File: src/rtl/silife_grid_engine_if.sv
// silife_grid_engine_if
//   Host-side bus of the Game-of-Life grid engine.
//   master : the host / tile I/O wrapper (drives controls and write data)
//   slave  : the grid engine (drives read data and status)
//   Signals:
//     wr_en      host->engine  write grid_in into row row_select
//     step       host->engine  request one generation (level-sampled)
//     row_select host->engine  row address for writes and reads
//     grid_in    host->engine  row write data, bit c is column c
//     grid_out   engine->host  combinational read of row row_select
//     busy       engine->host  generation in progress
//     done       engine->host  one-cycle pulse when a generation completes
//     gen_count  engine->host  completed generations, wraps modulo 2^16
interface silife_grid_engine_if #(
    parameter int WIDTH    = 8,
    parameter int ROW_BITS = 3
);
    logic                wr_en;
    logic                step;
    logic [ROW_BITS-1:0] row_select;
    logic [WIDTH-1:0]    grid_in;
    logic [WIDTH-1:0]    grid_out;
    logic                busy;
    logic                done;
    logic [15:0]         gen_count;

    modport master (
        output wr_en, step, row_select, grid_in,
        input  grid_out, busy, done, gen_count
    );

    modport slave (
        input  wr_en, step, row_select, grid_in,
        output grid_out, busy, done, gen_count
    );
endinterface

File: src/rtl/silife_grid_engine.sv
// silife_grid_engine
//   WIDTH x HEIGHT Game-of-Life cell array (B3/S23) with row-addressed
//   write/read access and a row-serial next-generation engine that rewrites
//   one row per clock.
//   Ports:
//     clk    rising-edge clock
//     rst_n  asynchronous active-low reset (clears grid, counters, FSM)
//     bus    silife_grid_engine_if.slave (wr_en, step, row_select, grid_in,
//            grid_out, busy, done, gen_count)
//   Configuration macro:
//     SILIFE_TORUS_EN  defined   -> row and column edges wrap (toroidal grid)
//                      undefined -> cells outside the grid are dead
module silife_grid_engine #(
    parameter int WIDTH    = 8,
    parameter int HEIGHT   = 8,
    parameter int ROW_BITS = $clog2(HEIGHT)
) (
    input  logic                clk,
    input  logic                rst_n,
    silife_grid_engine_if.slave bus
);

    typedef enum logic {
        IDLE,
        COMPUTE
    } state_t;

    localparam logic [ROW_BITS-1:0] LAST_ROW = ROW_BITS'(HEIGHT - 1);
    localparam logic [ROW_BITS:0]   HEIGHT_W = (ROW_BITS + 1)'(HEIGHT);

    state_t              state;
    state_t              state_nxt;

    logic [WIDTH-1:0]    grid [HEIGHT];
    logic [ROW_BITS-1:0] row_idx;
    logic [WIDTH-1:0]    prev_row;
    logic [WIDTH-1:0]    first_row;
    logic                done_q;
    logic [15:0]         gen_count_q;

    // FSM decode
    logic                start;
    logic                row_commit;
    logic                finish;
    logic                host_wr;

    // Addressing
    logic                row_ok;
    logic [ROW_BITS-1:0] acc_idx;
    logic                last_row;
    logic [ROW_BITS-1:0] nxt_idx;

    // Datapath
    logic [WIDTH-1:0]    cur_row;
    logic [WIDTH-1:0]    nxt_row;
    logic [WIDTH-1:0]    start_prev;
    logic [WIDTH+1:0]    ext_prev;
    logic [WIDTH+1:0]    ext_cur;
    logic [WIDTH+1:0]    ext_nxt;
    logic [3:0]          nbr_cnt;
    logic [WIDTH-1:0]    new_row;

    // Widen a row by one column on each side: bit 0 is column -1 and
    // bit WIDTH+1 is column WIDTH, so every cell sees its neighbours at a
    // fixed offset and no per-column edge case remains.
    function automatic logic [WIDTH+1:0] pad_row(input logic [WIDTH-1:0] r);
`ifdef SILIFE_TORUS_EN
        return {r[0], r, r[WIDTH-1]};
`else
        return {1'b0, r, 1'b0};
`endif
    endfunction

    // ------------------------------------------------------------------
    // Addressing
    // ------------------------------------------------------------------
    assign row_ok   = ({1'b0, bus.row_select} < HEIGHT_W);
    assign acc_idx  = row_ok ? bus.row_select : '0;
    assign last_row = (row_idx == LAST_ROW);
    assign nxt_idx  = last_row ? '0 : row_idx + ROW_BITS'(1);

    // ------------------------------------------------------------------
    // FSM: state register
    // ------------------------------------------------------------------
    always_ff @(posedge clk or negedge rst_n) begin
        if (!rst_n) begin
            state <= IDLE;
        end else begin
            state <= state_nxt;
        end
    end

    // ------------------------------------------------------------------
    // FSM: next state and control strobes
    // ------------------------------------------------------------------
    always_comb begin
        state_nxt  = state;
        start      = 1'b0;
        row_commit = 1'b0;
        finish     = 1'b0;
        host_wr    = 1'b0;
        unique case (state)
            IDLE: begin
                // A write takes priority over a step request.
                if (bus.wr_en) begin
                    host_wr = row_ok;
                end else if (bus.step) begin
                    start     = 1'b1;
                    state_nxt = COMPUTE;
                end
            end
            COMPUTE: begin
                row_commit = 1'b1;
                if (last_row) begin
                    finish    = 1'b1;
                    state_nxt = IDLE;
                end
            end
            default: state_nxt = IDLE;
        endcase
    end

    // ------------------------------------------------------------------
    // Neighbour rows for the row under evaluation
    // ------------------------------------------------------------------
    assign cur_row = grid[row_idx];

`ifdef SILIFE_TORUS_EN
    assign start_prev = grid[LAST_ROW];
    assign nxt_row    = last_row ? first_row : grid[nxt_idx];
`else
    assign start_prev = '0;
    // first_row is still captured in this build; masking it keeps the
    // register visible without letting it influence the result.
    assign nxt_row    = last_row ? (first_row & {WIDTH{1'b0}}) : grid[nxt_idx];
`endif

    assign ext_prev = pad_row(prev_row);
    assign ext_cur  = pad_row(cur_row);
    assign ext_nxt  = pad_row(nxt_row);

    // ------------------------------------------------------------------
    // B3/S23 rule, one row per cycle
    // ------------------------------------------------------------------
    always_comb begin
        new_row = '0;
        nbr_cnt = '0;
        for (int unsigned c = 0; c < WIDTH; c++) begin
            // Cell c sits at ext index c+1; neighbours are c, c+1, c+2.
            nbr_cnt = 4'(ext_prev[c]) + 4'(ext_prev[c+1]) + 4'(ext_prev[c+2])
                    + 4'(ext_cur[c])                      + 4'(ext_cur[c+2])
                    + 4'(ext_nxt[c])  + 4'(ext_nxt[c+1])  + 4'(ext_nxt[c+2]);
            new_row[c] = (nbr_cnt == 4'd3) | (ext_cur[c+1] & (nbr_cnt == 4'd2));
        end
    end

    // ------------------------------------------------------------------
    // Grid storage, row index, carried rows, status
    // ------------------------------------------------------------------
    always_ff @(posedge clk or negedge rst_n) begin
        if (!rst_n) begin
            for (int unsigned r = 0; r < HEIGHT; r++) begin
                grid[r] <= '0;
            end
            row_idx     <= '0;
            prev_row    <= '0;
            first_row   <= '0;
            done_q      <= 1'b0;
            gen_count_q <= '0;
        end else begin
            done_q <= finish;
            if (host_wr) begin
                grid[acc_idx] <= bus.grid_in;
            end
            if (start) begin
                row_idx   <= '0;
                first_row <= grid[0];
                prev_row  <= start_prev;
            end
            if (row_commit) begin
                // prev_row carries the original (pre-update) row i, since
                // grid[i] is overwritten on this same edge.
                grid[row_idx] <= new_row;
                prev_row      <= cur_row;
                row_idx       <= nxt_idx;
            end
            if (finish) begin
                gen_count_q <= gen_count_q + 16'd1;
            end
        end
    end

    // ------------------------------------------------------------------
    // Outputs
    // ------------------------------------------------------------------
    assign bus.grid_out  = row_ok ? grid[acc_idx] : '0;
    assign bus.busy      = (state == COMPUTE);
    assign bus.done      = done_q;
    assign bus.gen_count = gen_count_q;

endmodule

File: src/flat_wrapper.sv
// flat-port wrapper written by rule: the top's interface ports become plain ports
module silife_grid_engine_flat 
#(
    parameter int WIDTH    = 8,
    parameter int HEIGHT   = 8,
    parameter int ROW_BITS = $clog2(HEIGHT)
)
  (clk, rst_n, bus_wr_en, bus_step, bus_row_select, bus_grid_in, bus_grid_out, bus_busy, bus_done, bus_gen_count);
  silife_grid_engine_if #(.WIDTH(WIDTH), .ROW_BITS(ROW_BITS)) bus_i ();
  input  logic clk;
  input  logic rst_n;
  input wire logic [$bits(bus_i.wr_en)-1:0] bus_wr_en;
  input wire logic [$bits(bus_i.step)-1:0] bus_step;
  input wire logic [$bits(bus_i.row_select)-1:0] bus_row_select;
  input wire logic [$bits(bus_i.grid_in)-1:0] bus_grid_in;
  output wire logic [$bits(bus_i.grid_out)-1:0] bus_grid_out;
  output wire logic [$bits(bus_i.busy)-1:0] bus_busy;
  output wire logic [$bits(bus_i.done)-1:0] bus_done;
  output wire logic [$bits(bus_i.gen_count)-1:0] bus_gen_count;
  assign bus_i.wr_en = bus_wr_en;
  assign bus_i.step = bus_step;
  assign bus_i.row_select = bus_row_select;
  assign bus_i.grid_in = bus_grid_in;
  assign bus_grid_out = bus_i.grid_out;
  assign bus_busy = bus_i.busy;
  assign bus_done = bus_i.done;
  assign bus_gen_count = bus_i.gen_count;
  silife_grid_engine #(.WIDTH(WIDTH), .HEIGHT(HEIGHT), .ROW_BITS(ROW_BITS)) u_core (.clk(clk), .rst_n(rst_n), .bus(bus_i));
endmodule
File: config.mk
export PLATFORM = sky130hd
export DESIGN_NAME = silife_grid_engine_flat
export DESIGN_NICKNAME = d
export VERILOG_FILES = /design/src/rtl/silife_grid_engine_if.sv /design/src/rtl/silife_grid_engine.sv /design/src/flat_wrapper.sv
export SDC_FILE = /design/constraint.sdc
export NUM_CORES = 1
export LEC_CHECK = 0
export ABC_AREA = 1
export CAP_MARGIN = 30
export CORE_MARGIN = 1.5
export CORE_UTILIZATION = 55
export CTS_CLUSTER_SIZE = 14
export DETAILED_ROUTE_END_ITERATION = 6
export GPL_ROUTABILITY_DRIVEN = 0
export PLACE_DENSITY = 0.82
export SYNTH_ARGS = -nofsm -noshare
export SYNTH_HDL_FRONTEND = slang
export SYNTH_SLANG_ARGS = --single-unit
File: constraint.sdc
create_clock -name clk -period 3.9 [get_ports clk]
set_input_delay 0.39 -clock clk [delete_from_list [all_inputs] [get_ports clk]]
set_output_delay 0.39 -clock clk [all_outputs]
set_load 0.02 [all_outputs]
=== Word level (Yosys, flattened, before mapping) ===
Cells that the tools add are included.

* Bits in read-only memories: 0
* Output and inout bits: 26
* Register bits after elaboration: 93
* Latch bits: 0
* Input bits: 15
* Memory bits (writable): 0
* Memories kept: 0

* Reduce and logical (&&, ||, !) cells: 3
* Bitwise logic cells: 20
* Add/subtract/negate cells: 51
* $mul: 0
* Equality and inequality tests: 17
* Multiplexer cells: 33
* $lt $le $gt $ge: 5
* Divide/modulo/power cells: 0
* Shift-type cells: 0

{| class="wikitable"
|+ Operators by type and width
! operator !! number
|-
| 4-bit by 1-bit adder with 4-bit output || 41
|-
| 64-bit bitwise mux || 2
|-
| 64-bit two-way mux || 2
|-
| 8-bit two-way mux || 11
|-
| 8-bit binary-select mux with 3-bit select || 3
|-
| 4-bit by 2-bit equality test with 1-bit output, second input constant || 16
|-
| 8-bit demux with 3-bit select || 2
|-
| 16-bit by 1-bit adder with 16-bit output, second input constant || 1
|-
| 1-bit by 1-bit adder with 2-bit output || 7
|-
| 4-bit greater-or-equal comparator, second input constant || 3
|-
| 3-bit NOT with 4-bit output || 3
|-
| 1-bit two-way mux || 9
|-
| 3-bit two-way mux || 3
|-
| 1-bit AND || 8
|-
| 4-bit by 1-bit less-than comparator with 1-bit output, second input constant || 2
|-
| 1-bit bitwise OR || 8
|-
| 2-bit by 1-bit adder with 3-bit output || 1
|-
| 3-bit by 1-bit adder with 3-bit output, second input constant || 1
|-
| 3-bit equality test, second input constant || 1
|-
| 1-bit logical AND || 2
|-
| 1-bit case mux with 2 select lines || 1
|-
| 2-bit nonzero test || 1
|-
| 1-bit NOT || 1
|}

=== Depth between registers and ports, before layout ===
* Depth in word-level cells: 15
* Gate-level depth with buffers: 23

=== Worst setup path after synthesis ===
OpenSTA, ideal clock, no wires.

* Path type: register to register
* From: register u_core.row_idx[0]
* To: register u_core.grid[27] (netlist bit)
* Required time: 3.817 ns
* Data arrival time: 4.143 ns
* Slack: -0.325 ns
* Cell stages (with the launch flop): 17
* Buffers on the path: 2
* Period minus slack after synthesis: 4.225 ns
* Cell sequence: dfrtp_1 ha_1 clkbuf_1 inv_1 clkbuf_1 o21ai_0 a21oi_1 o211ai_1 fa_1 fa_1 fa_1 fa_1 inv_1 o21ai_0 a21oi_1 nand3_1 o21ai_0

* Cells in the longest elaborated chain, start to end: 15

{| class="wikitable"
|+ RTL lines
! what !! line !! RTL
|-
| start: declaration || silife_grid_engine.sv:35 || <nowiki>logic [ROW_BITS-1:0] row_idx;</nowiki>
|-
| start signal: assignment || silife_grid_engine.sv:185 || <nowiki>row_idx <= nxt_idx;</nowiki>
|-
| parallel branches: the longest is 13 deep, another holds 4-bit by 1-bit adder with 4-bit output || - ||
|-
| 64-bit bitwise mux * || silife_grid_engine.sv:183 || <nowiki>grid[row_idx] <= new_row;</nowiki>
|-
| 64-bit two-way mux * || silife_grid_engine.sv:180 || <nowiki>if (row_commit) begin</nowiki>
|-
| end signal: indexed assignment || silife_grid_engine.sv:173 || <nowiki>grid[acc_idx] <= bus.grid_in;</nowiki>
|-
| end signal: indexed assignment || silife_grid_engine.sv:183 ||
|-
| end: declaration || silife_grid_engine.sv:34 || <nowiki>logic [WIDTH-1:0] grid [HEIGHT];</nowiki>
|}

Every way passes the cells marked *. The select of a mux whose other input is x is not followed.
A chain may end at the register's enable or synchronous reset.

=== Worst setup path after layout ===
* From: register u_core.row_idx[0]
* To: register u_core.grid[11] (netlist bit)

The elaborated chain is that of the path after synthesis.

==> summary.txt <==
Outcome
  • Run status: finished, violations left
  • Failing checks: design-rule violations, negative setup slack

STA
  • Least-Margin Pin Slew: about 1.2 ns
  • Final setup viols: 48
  • Fin. Hold Viols: 0
  • Period minus WS final: approximately 4.3 ns
  • Final Skew: approximately 0.0069 ns
  • Max Clk Rate: 231 MHz
  • Slew Viols, Final: 0
  • Final WS setup: -0.423 ns
  • Max-slew headroom: a little under a quarter
  • Tcrit/Tclk final: 111%
  • RSZ-0062 raised after global routing: true

Critical path
  • Critical-path cell list: ha_4, ha_4, nor2_4, buf_6, nand2_2, o211ai_1, a21oi_2, nor2_2, buf_4, inv_2, fa_1, fa_1, fa_2, fa_1, inv_2, o21ai_2, a21oi_4, nand3_1, nand2_1
  • Reg2reg end: u_core.grid[11]$_DFF_PN0_
  • Setup crit start kind: register
  • Reg2reg path depth: 19
  • CP Max Fanout: 7
  • Worst Setup SP: u_core.row_idx[0]$_DFFE_PN0P_
  • Crit-path max cell delay: ~0.50 ns
  • Worst path most repeated cell: fa_1
  • Arrival time of the worst setup path: between 4 and 5 ns
  • Buf/Inv on CP: 4
  • Cell family with the largest share of critical-path delay: adder cells
  • Kind of critical path: register to register
  • FF-to-FF setup slack: -0.42 ns
  • Worst path slowest cell: fa_1
  • R2R Path Start: u_core.row_idx[0]$_DFFE_PN0P_
  • Crit end category: register
  • WP data required: between 4 and 5 ns

Global route
  • GRT overflow: 0
  • Largest net degree at the start of global routing: 73
  • First-pass GRT wire length: 42.8 mm
  • Initial antenna violation count: 0
  • GRT Total Usage: about 40%
  • Vias in the first global route: roughly 8000

Cells and area
  • Filler cells: 1031
  • Syn-to-layout area delta: 25.6%
  • Layout cells sized above 1: roughly 18%
  • Most frequent cells in the layout: nand2_1, inv_1, nand3_1
  • Multi-input gate area: 4590 sq um
  • Antenna Cells: 0
  • Reg area: roughly 2300 sq um
  • Commonest non-fill, non-tap cell in the layout: nand2_1
  • Fin nets: 1248

Detailed routing
  • DRT iter0 DRCs: approximately 1600
  • Drt first pass iters: 7
  • Wirelength per Cell: around 21 microns
  • DRT antenna net count: 0
  • DR DRC count: 50
  • Drt total wl: approximately 29 mm
  • Vias/cell: 6.31
  • Via count: roughly 8600

Clock tree
  • Clock latency on the worst-skew pair: around 0.36 ns
  • CTS Buffer Depth: 2
  • CTS tree: built
  • Root Driver: clkbuf_16
  • CTS Buf Count: 9
  • Max H-tree Level: 3
  • Reg clk slew, reported paths: around 0.07 ns
  • Clock sink count: 93

Floorplanning
  • Die ar.: roughly 14000 sq um
  • FP Rows: 42
  • Starting Density: ~56%
  • Core area: roughly 13000 sq um
  • # IOs: 41
  • Die Width: ~120 microns
  • Die H: about 120 microns

Synth
  • Top FF cell, synth: dfrtp_1
  • Cells after Synth: ~1100
  • Syn nets: approximately 1100
  • Mapped Area: 7410 sq um
  • Post-synth ARST share: 100%
  • Synth warnings: 0
  • Yosys reg bits: 93
  • Syn avg cell area: a little under 7 sq um
  • Register area share after synthesis: 31.4%
  • Cell variety after synth: 32
  • EDFF count, synth: 0

Place
  • Port bufs: 40
  • Setup slack at placement: -0.435 ns
  • Estimated wirelength of the detail-placed design: around 19 mm

Worst hold path
  • Hold WC Path Type: input port to asynchronous set/reset pin

Flow run
  • Max-cap violation count: 0
layer usage:
metal / global-route usage (%) / vias up / share of wire, %
li1: - / 3725 / -
met1: 49.7 / 3859 / 35
met2: 57.7 / 753 / 41
met3: 14.2 / 254 / 14
met4: 28.5 / 2 / 9.2
met5: 2.94 / - / 0.20
cell type report:
type / count / share of cell area, %
Clock buffer: 10 / 2.57
Clock inverter: 6 / 0.834
Inverter: 176 / 7.15
Multi-Input combinational cell: 769 / 49.4
Sequential cell: 93 / 25.0
Tap cell: 176 / 2.37
Timing Repair Buffer: 132 / 12.7
how the worst max path moves through the flow:
stage	depth (start not counted)	slack (ns)	endpoint
finish	19	-0.42	u_core.grid[11]$_DFF_PN0_
global route	19	-0.52	u_core.grid[27]$_DFF_PN0_
CTS	19	-0.26	u_core.grid[25]$_DFF_PN0_
detailed placement	20	-0.43	u_core.grid[17]$_DFF_PN0_
global placement	20	-0.30	u_core.grid[17]$_DFF_PN0_
floorplan	19	0.0003	u_core.grid[52]$_DFF_PN0_
through the flow:
step	instance area [sq um]	hold slack [ns]	TNS (ns)	instances	utilization (%)
final	9310	0.0262	-11.84	1362	70.6
after detailed placement	8460	0.481	-11.39	1319	64.1
after global placement	8460	0.482	-6.79	1319	64.1
after global routing	9310	0.0653	-18.00	1362	70.6
after floorplan	7500	0.0944	0	1070	-
after CTS	9050	0.208	-5.78	1350	68.6
Yosys cell counts (2+ instances only):
cell type	number	area share [%]
nand2_1	257	13
inv_1	168	8.5
nand3_1	127	8.6
o21ai_0	100	6.8
dfrtp_1	93	31
a21oi_1	86	5.8
nor2_1	49	2.5
fa_1	28	7.6
ha_1	24	4.1
o22ai_1	19	1.6
buf_2	17	1.1
o211ai_1	14	1.4
clkbuf_1	12	0.61
nor2_2	12	1.0
xor2_1	10	1.2
a22oi_1	8	0.81
inv_2	8	0.41
nor3_1	8	0.54
nand4_1	7	0.59
o2111ai_1	3	0.35
o21a_1	3	0.30
or2_2	3	0.25
buf_4	2	0.20
o21ai_1	2	0.14
o21bai_2	2	0.30
xnor2_1	2	0.24
kinds of logic after synthesis:
group / synth area share (%)
AOI/OAI and AO/OA: 17.7
xor gates and xnor gates: 1.42
adders and majority gates: 11.6
buffers and inverters: 10.9
DFF: 31.4
and+or+nand+nor: 26.9
registers in the layout, indices dropped and copies added, names as in the netlist:
| signal | count |
|---|---|
| u_core.row_idx | 3 |
| u_core.prev_row | 8 |
| u_core.bus.gen_count | 16 |
| u_core.bus.busy | 1 |
| u_core.grid | 64 |
| u_core.bus.done | 1 |
worst reg2reg max path: stages, from the launching register on:
cell	delay (ns)
dfrtp_2	0.44
ha_4	0.17
ha_4	0.17
nor2_4	0.14
buf_6	0.15
nand2_2	0.06
o211ai_1	0.16
a21oi_2	0.13
nor2_2	0.20
buf_4	0.15
inv_2	0.04
fa_1	0.49
fa_1	0.43
fa_2	0.37
fa_1	0.50
inv_2	0.11
o21ai_2	0.07
a21oi_4	0.27
nand3_1	0.14
nand2_1	0.09
timing repair:
item | in CTS | in global routing
resized for setup | 65 | 38
setup buffers | 16 | 10
setup endpoints to repair | 48 | 48
pin swaps | 49 | 38
hold buffers | 0 | 0
Power is left out: the tool's default activity adds up to more than one toggle a clock period on the data nets, which glitch-free logic cannot reach.
